**src/rtl/imem_loader.sv**
```systemverilog
// rtl/imem_loader.sv - framed byte-stream loader that writes instruction memory and holds the core until a verified load
module imem_loader #(
  parameter int MEM_BYTES = 256
) (
  input  logic        clk,
  input  logic        rst,
  input  logic        Start,
  input  logic [7:0]  Byte_in,
  input  logic        Byte_valid,
  output logic        Byte_ready,
  output logic        Mem_wr_en,
  output logic [31:0] Mem_wr_addr,
  output logic [31:0] Mem_wr_data,
  output logic        Cpu_hold,
  output logic        Done,
  output logic        Error
);

  typedef enum logic [2:0] {
    S_IDLE, S_LEN0, S_LEN1, S_DATA, S_WRITE, S_CHK, S_DONE, S_ERR
  } state_t;

  localparam logic [15:0] MAX_WORDS = 16'(MEM_BYTES / 4);

  state_t      state, state_n;
  logic [7:0]  n_lo;
  logic [15:0] n_words;
  logic [15:0] word_idx;
  logic [1:0]  byte_cnt;
  logic [7:0]  csum;
  logic [31:0] word_sr;
  logic        take;
  logic [15:0] n_in;

  // Byte_ready is a registered copy of "state accepts a byte", so it is a valid handshake term.
  assign take = Byte_valid && Byte_ready;
  assign n_in = {Byte_in, n_lo};

  // State register.
  always_ff @(posedge clk) begin
    if (rst) state <= S_IDLE;
    else     state <= state_n;
  end

  // Next-state logic for the frame parser.
  always_comb begin
    state_n = state;
    case (state)
      S_IDLE:  if (Start) state_n = S_LEN0;
      S_LEN0:  if (take) state_n = S_LEN1;
      S_LEN1: begin
        if (take) begin
          if (n_in > MAX_WORDS)   state_n = S_ERR;
          else if (n_in == 16'd0) state_n = S_CHK;
          else                    state_n = S_DATA;
        end
      end
      S_DATA:  if (take && byte_cnt == 2'd3) state_n = S_WRITE;
      S_WRITE: state_n = (word_idx + 16'd1 == n_words) ? S_CHK : S_DATA;
      S_CHK:   if (take) state_n = (Byte_in == csum) ? S_DONE : S_ERR;
      S_DONE:  if (Start) state_n = S_LEN0;
      S_ERR:   state_n = S_ERR;
      default: state_n = S_IDLE;
    endcase
  end

  // Datapath: length capture, little-endian word assembly, running checksum, word index.
  always_ff @(posedge clk) begin
    if (rst) begin
      n_lo     <= 8'd0;
      n_words  <= 16'd0;
      word_idx <= 16'd0;
      byte_cnt <= 2'd0;
      csum     <= 8'd0;
      word_sr  <= 32'd0;
    end else begin
      case (state)
        S_IDLE, S_DONE: begin
          // Clearing here keeps the checksum at zero for an empty (N == 0) frame.
          if (Start) begin
            word_idx <= 16'd0;
            byte_cnt <= 2'd0;
            csum     <= 8'd0;
          end
        end
        S_LEN0: if (take) n_lo <= Byte_in;
        S_LEN1: begin
          if (take) begin
            n_words  <= n_in;
            word_idx <= 16'd0;
            byte_cnt <= 2'd0;
            csum     <= 8'd0;
          end
        end
        S_DATA: begin
          if (take) begin
            word_sr  <= {Byte_in, word_sr[31:8]};
            csum     <= csum ^ Byte_in;
            byte_cnt <= byte_cnt + 2'd1;
          end
        end
        S_WRITE: word_idx <= word_idx + 16'd1;
        default: ;
      endcase
    end
  end

  // Registered outputs, decoded from the state being entered so they line up with it.
  always_ff @(posedge clk) begin
    if (rst) begin
      Byte_ready  <= 1'b0;
      Mem_wr_en   <= 1'b0;
      Mem_wr_addr <= 32'd0;
      Mem_wr_data <= 32'd0;
      Cpu_hold    <= 1'b1;
      Done        <= 1'b0;
      Error       <= 1'b0;
    end else begin
      Byte_ready <= (state_n == S_LEN0) || (state_n == S_LEN1) ||
                    (state_n == S_DATA) || (state_n == S_CHK);
      Mem_wr_en  <= (state_n == S_WRITE);
      Cpu_hold   <= (state_n != S_DONE);
      Done       <= (state_n == S_DONE);
      Error      <= (state_n == S_ERR);
      if (state == S_DATA && state_n == S_WRITE) begin
        Mem_wr_addr <= {14'b0, word_idx, 2'b00};
        Mem_wr_data <= {Byte_in, word_sr[31:8]};
      end
    end
  end

endmodule

```
**config.mk**
```make
export PLATFORM = sky130hd
export DESIGN_NAME = imem_loader
export DESIGN_NICKNAME = d
export VERILOG_FILES = /design/src/rtl/imem_loader.sv
export SDC_FILE = /design/constraint.sdc
export NUM_CORES = 1
export LEC_CHECK = 0
export ABC_AREA = 1
export CAP_MARGIN = 20
export CORE_ASPECT_RATIO = 0.6
export CORE_MARGIN = 4
export CORE_UTILIZATION = 49
export CTS_BUF_LIST = sky130_fd_sc_hd__clkbuf_16
export CTS_CLUSTER_SIZE = 28
export DETAILED_ROUTE_END_ITERATION = 12
export GPL_TIMING_DRIVEN = 0
export PLACE_DENSITY = 0.76
export SYNTH_ARGS = -nofsm -noshare
export SYNTH_HDL_FRONTEND = slang
export SYNTH_SLANG_ARGS = --single-unit
```
**constraint.sdc**
```tcl
create_clock -name clk -period 1.8 [get_ports clk]
set_input_delay 0.54 -clock clk [delete_from_list [all_inputs] [get_ports clk]]
set_output_delay 0.54 -clock clk [all_outputs]
set_load 0.005 [all_outputs]
```
# After elaboration in Yosys (flattened, before gate mapping)
# Index checks and enable logic that the tools add are counted.
# word_totals
reg_bits,138
inputBits,12
output_inout_bits,69
elab_cells,76
# op_classes
n_addsub,2
magnitude_cmp,1
eq_ne,21
mux,21
n_bitwise,1
n_reduce_logical,16
# op_table
operator,count
$pmux W16 S3,1
$mux W16,2
$eq A3 B3 Y1 const B,8
$mux W3,8
$mux W8,3
$pmux W8 S3,1
$pmux W3 S7,1
$add A16 B1 Y16 const B,1
$eq A16 B16 Y1,1
$gt A16 B7 Y1 const B,1
$logic_not A16 Y1,1
$eq A3 B2 Y1 const B,4
$eq A8 B8 Y1,1
$xor A8 B8 Y8,1
$eq A3 B1 Y1 const B,2
$mux W2,3
$pmux W2 S3,1
$reduce_and A2 Y1,3
$reduce_bool A3 Y1,2
$ne A2 B2 Y1 const B,2
$reduce_and A4 Y1,1
$logic_and A1 B1 Y1,3
$logic_not A3 Y1,1
$logic_or A1 B1 Y1,3
7 further kinds,7

# Longest topological paths before layout
# depth
depth_word,9
mapped_depth,17
mapped_depth_nobuf,17

# Worst setup path after synthesis
# Ideal clock, no wire load.
# synth_path
path_kind,flip-flop to flip-flop
from,register word_idx[1]
to,register Byte_ready
setup_time_ns,0.110
arrival_ns,1.725
t_required_ns,1.690
slack_ns,-0.035
stages_incl_launch_ff,17
path_buffers,0
period_less_slack_ns,1.835
path_cell_list,dfxtp_1 ha_1 nand2_2 nor2_4 nand2_2 nand2_2 nand2_1 nand2_1 nand2_1 nor2_2 nand3_1 nor2_1 nand3_1 nand2_1 nand2_1 inv_1 nor2_1
# synth_via
elab_chain_len,8
elab_cells_between_ends,11
cone_classes,add/sub: 1; eq/ne: 5; mux: 2; reduce/logical: 3
# synth_lines
item,line,rtl
start: declaration,28,logic [15:0] word_idx;
start signal: assignment,102,S_WRITE: word_idx <= word_idx + 16'd1;
$add A16 B1 Y16 *,59,S_WRITE: state_n = (word_idx + 16'd1 == n_words) ? S_CHK : S_DATA;
$eq A16 B16 Y1 *,59,
$mux W3 *,59,
$pmux W3 S7 *,48,case (state)
$eq A3 B1 Y1 or $eq A3 B2 Y1 (tied branches),119,Byte_ready <= (state_n == S_LEN0) || (state_n == S_LEN1) ||
$logic_or A1 B1 Y1 (2 in a row),119,
$logic_or A1 B1 Y1 *,120,(state_n == S_DATA) || (state_n == S_CHK);
end signal: assignment,119,
end: declaration,10,"output logic Byte_ready,"
# Every way passes the cells marked *; elsewhere a longest branch is shown, timed or not.
# A chain may end at the register's enable or synchronous reset.

# Worst setup path in the final report
# layout_path
from,register word_idx[0]
to,register Cpu_hold
# layout_via
elab_chain_len,5
# layout_lines
item,line,rtl
$add A16 B1 Y16,59,
$eq A16 B16 Y1,59,
$mux W3,59,
$pmux W3 S7,48,
$ne A3 B3 Y1,122,Cpu_hold <= (state_n != S_DONE);
end signal: assignment,122,
end: declaration,14,"output logic Cpu_hold,"
# No other way between the ends.

==> metrics.md <==
| Metric | Value |
|---|---|
| Top cells by area, synth | dfxtp_1, nor2_1, o21ai_0 |
| Setup-failing EPs final | 23 |
| HPWL Detailed | 12.3 mm |
| Vias | 5811 |
| Residual DRC count | 0 |
| Worst path depth | 14 |
| Starting Density | 0.508 |
| Slew @ Worst Pin | 0.701 ns |
| Crit start category | register |
| Worst Path Max Fanout | 6 |
| RSZ-0062 raised after global routing | yes |
| Core Area | 11400 um^2 |
| Yosys top cell area share | 0.447 |
| Tot GR Track Use | 0.257 |
| Relative max-transition margin | 0.533 |
| Number of synthesized register bits | 130 |
| Clk_lat worst skew | 0.42 ns |
| Fillers | 945 |
| Pins over their slew limit | 0 |
| FP Rows | 30 |
| Remaining global-route overflow | 0 |
| DRT Pass-1 Iters | 5 |
| Placed inst area | 6710 um^2 |
| CP max stage cell | dfxtp_4 |
| Total power | 7.81 mW |
| Critical path endpoint | Cpu_hold$_SDFF_PP1_ |
| P_leak | 3.83 nW |
| Cts hold-fix bufs | 0 |
| Peak supply drop | 0.000736 V |
| Placed cells | 1050 |
| Clock sink total | 130 |
| Root Buffer Master | clkbuf_16 |
| CP startpoint | word_idx[0]$_SDFFE_PP0P_ |
| Synth cell types | 38 |
| 1st-iter DRT viols | 497 |
| Main synth FF type | dfxtp_1 |
| Failing checks | setup timing |
| Worst r2r dst | Cpu_hold$_SDFF_PP1_ |
| Die H | 92.4 um |
| H-tree lvl count | 4 |
| Worst-path clk slew | 0.06 ns |
| Number of global-route vias before repair | 5356 |
| Worst reg2reg startpoint | word_idx[0]$_SDFFE_PP0P_ |
| R2r worst-path depth | 14 |
| Hold Worst Slack | 0.465 ns |
| Worst Clk Skew | 0.0101 ns |
| Top delay family on crit path | simple AND/OR/NAND/NOR gates |
| Post-Layout Inst Area | 7700 um^2 |
| Diode count | 0 |
| Die area | 13700 um^2 |
| PortBufs | 63 |
| CTS tree | yes |
| Yosys warns | 0 |
| Max frequency | 464 MHz |
| Io pins | 81 |
| Largest net degree at the start of global routing | 17 |
| Outcome | finished, violations left |
| DR vias/cell | 5.28 |
| Post-synthesis sequential area ratio | 0.447 |
| Layout cells sized above 1 | 0.163 |
| Fin. Hold Viols | 0 |
| CP Class | reg2reg |
| Asr flop ratio synth | 0 |
| PD cells | 1010 nW/um^2 |
| Post-Syn Area | 5820 um^2 |
| Final period util | 1.20 |
| Fin worst setup slack | -0.357 ns |
| FF-to-FF setup slack | -0.36 ns |
| Hold Crit Class | reg2reg |
| NumNets Final | 941 |
| DRT Wirelength | 17.7 mm |
| Multi-input logic area | 2930 um^2 |
| EDFF count, synth | 0 |
| Die width | 149 um |
| CP dominant cell by count | nand2_2 |
| Cell Count, Final, Fillers Out | 1100 |
| P&R area growth vs syn | 32.4% |
| Clock tree buffer depth | 2 |
| Initial antenna violation count | 0 |
| First-pass GRT wire length | 28.0 mm |
| Critical Path End Type | register |
| WP data arrival | 2.43 ns |
| Crit path largest cell delay | 0.36 ns |
| Seq. cell area | 2620 um^2 |
| Yosys top cell by area | dfxtp_1 |
| RePlAce Congestion | 0.937 |
| Cell count after synthesis | 812 |
| Syn avg cell area | 7.17 um^2 |
| Fin crit period | 2.16 ns |
| Worst path required time | 2.07 ns |
| Setup total negative slack | -2.42 ns |
| Number of CTS-inserted buffers | 17 |
| Max_cap viols | 0 |
| Critical path cell sequence | ha_4 -> nand2_4 -> nor2_4 -> nand2_2 -> nand2_4 -> nand2_2 -> nand2_2 -> nand2_2 -> nor2_4 -> nand3_2 -> nor2_2 -> nand3_2 -> a21oi_2 -> nand3_1 |
| Routed Antenna Nets | 0 |
| WL per Instance | 16.1 um |
| WP buf/inv | 0 |
-- worst register-to-register path: stages, from the launching register on --
cell and delay [ns]:
dfxtp_4 0.36, ha_4 0.15, nand2_4 0.06, nor2_4 0.28, nand2_2 0.14, nand2_4 0.09, nand2_2 0.06, nand2_2 0.07
nand2_2 0.06, nor2_4 0.19, nand3_2 0.09, nor2_2 0.12, nand3_2 0.13, a21oi_2 0.14, nand3_1 0.07
-- state kept, by name, indices dropped and copies added, names as in the netlist --
name         flops
n_lo             8
n_words         16
csum             8
Mem_wr_data     32
Done             1
word_sr         24
Mem_wr_addr     16
Error            1
word_idx        16
Mem_wr_en        1
byte_cnt         2
Cpu_hold         1
Byte_ready       1
state            3
-- worst min path at each step --
stage | start | endpoint | slack (ns) | cells past startpoint
2_1_floorplan | csum[0]$_SDFFE_PP0P_ | csum[0]$_SDFFE_PP0P_ | 0.44 | 2
3_3_place_gp | csum[0]$_SDFFE_PP0P_ | csum[0]$_SDFFE_PP0P_ | 0.45 | 2
3_5_place_dp | csum[0]$_SDFFE_PP0P_ | csum[0]$_SDFFE_PP0P_ | 0.45 | 2
4_1_cts | csum[0]$_SDFFE_PP0P_ | csum[0]$_SDFFE_PP0P_ | 0.46 | 2
5_1_grt | byte_cnt[1]$_SDFFE_PP0P_ | byte_cnt[1]$_SDFFE_PP0P_ | 0.49 | 2
6_report | csum[0]$_SDFFE_PP0P_ | csum[0]$_SDFFE_PP0P_ | 0.46 | 2
-- cells in the mapped netlist (all sizes together) (2+ instances only) --
| master | number |
|---|---|
| a21oi | 60 |
| inv | 60 |
| nor4 | 2 |
| dfxtp | 130 |
| xnor2 | 5 |
| buf | 22 |
| nand3b | 6 |
| nor3 | 5 |
| o21ai | 108 |
| a22oi | 2 |
| nor2 | 177 |
| ha | 2 |
| clkbuf | 29 |
| nand4 | 11 |
| nand2 | 123 |
| xor2 | 5 |
| nand3 | 56 |
-- final cells by class --
cell class,instances,area share
Multi-Input combinational cell,585,0.380
Sequential cell,130,0.340
Timing Repair Buffer,82,0.101
Clock buffer,17,0.0552
Buffer,50,0.0377
Inverter,61,0.0304
Clock inverter,15,0.0289
Tap cell,160,0.0260
-- through the flow --
| step | worst slack [ns] | util |
|---|---|---|
| floorplan | 0.00145 | - |
| CTS | -0.227 | 0.659 |
| global placement | -0.807 | 0.586 |
| detailed placement | -0.794 | 0.586 |
| finish | -0.357 | 0.673 |
| global route | -0.419 | 0.673 |
-- cell usage in the layout (no fill, tap or decap), types with 5 or more instances in the layout --
| cell | count |
|---|---|
| nor2_1 | 160 |
| dfxtp_1 | 121 |
| o21ai_0 | 105 |
| nand2_1 | 102 |
| a21oi_1 | 58 |
| inv_1 | 54 |
| nand3_1 | 48 |
| dlygate4sd2_1 | 42 |
| buf_4 | 33 |
| clkbuf_16 | 17 |
| nand2_2 | 16 |
| conb_1 | 16 |
| dlymetal6s2s_1 | 16 |
| clkbuf_1 | 14 |
| nand4_1 | 11 |
| nor2_4 | 8 |
| nand3_2 | 8 |
| nor2_2 | 8 |
| dfxtp_2 | 7 |
| clkbuf_2 | 7 |
| buf_2 | 6 |
| nand3b_1 | 6 |
| nand2_4 | 5 |
| xor2_1 | 5 |
| xnor2_1 | 5 |
| clkinv_4 | 5 |
| clkdlybuf4s50_1 | 5 |
-- metal layers --
layer | GRT usage | vias up | share of wire
li1 | - | 2851 | -
met1 | 0.398 | 2674 | 0.50
met2 | 0.348 | 268 | 0.40
met3 | 0.0738 | 18 | 0.098
met4 | 0.0515 | 0 | 0.0079
met5 | 0 | - | 0
-- repair_timing --
action	4_1_cts	5_1_grt
endpoints found under the setup margin	143	129
resized for setup	99	42
pin swaps	17	15
setup buffers	11	8
-- power breakdown --
group	switching, mW	internal (mW)
clock network	1.41	2.36
registers	0.0878	2.98
logic	0.628	0.343
total	2.12	5.69
-- cells by family (layout without fill, tap and decap cells) --
kind of cell,count (synthesis),in the layout,share of synthesized area
simple gates,382,382,0.289
compound gates,173,173,0.152
flops,130,130,0.447
buf+inv,112,225,0.0837
xor+xnor,12,12,0.0230
fa+ha+maj,2,2,0.00430
other cells,1,16,0.000645
(Power assumes the default switching activity.)
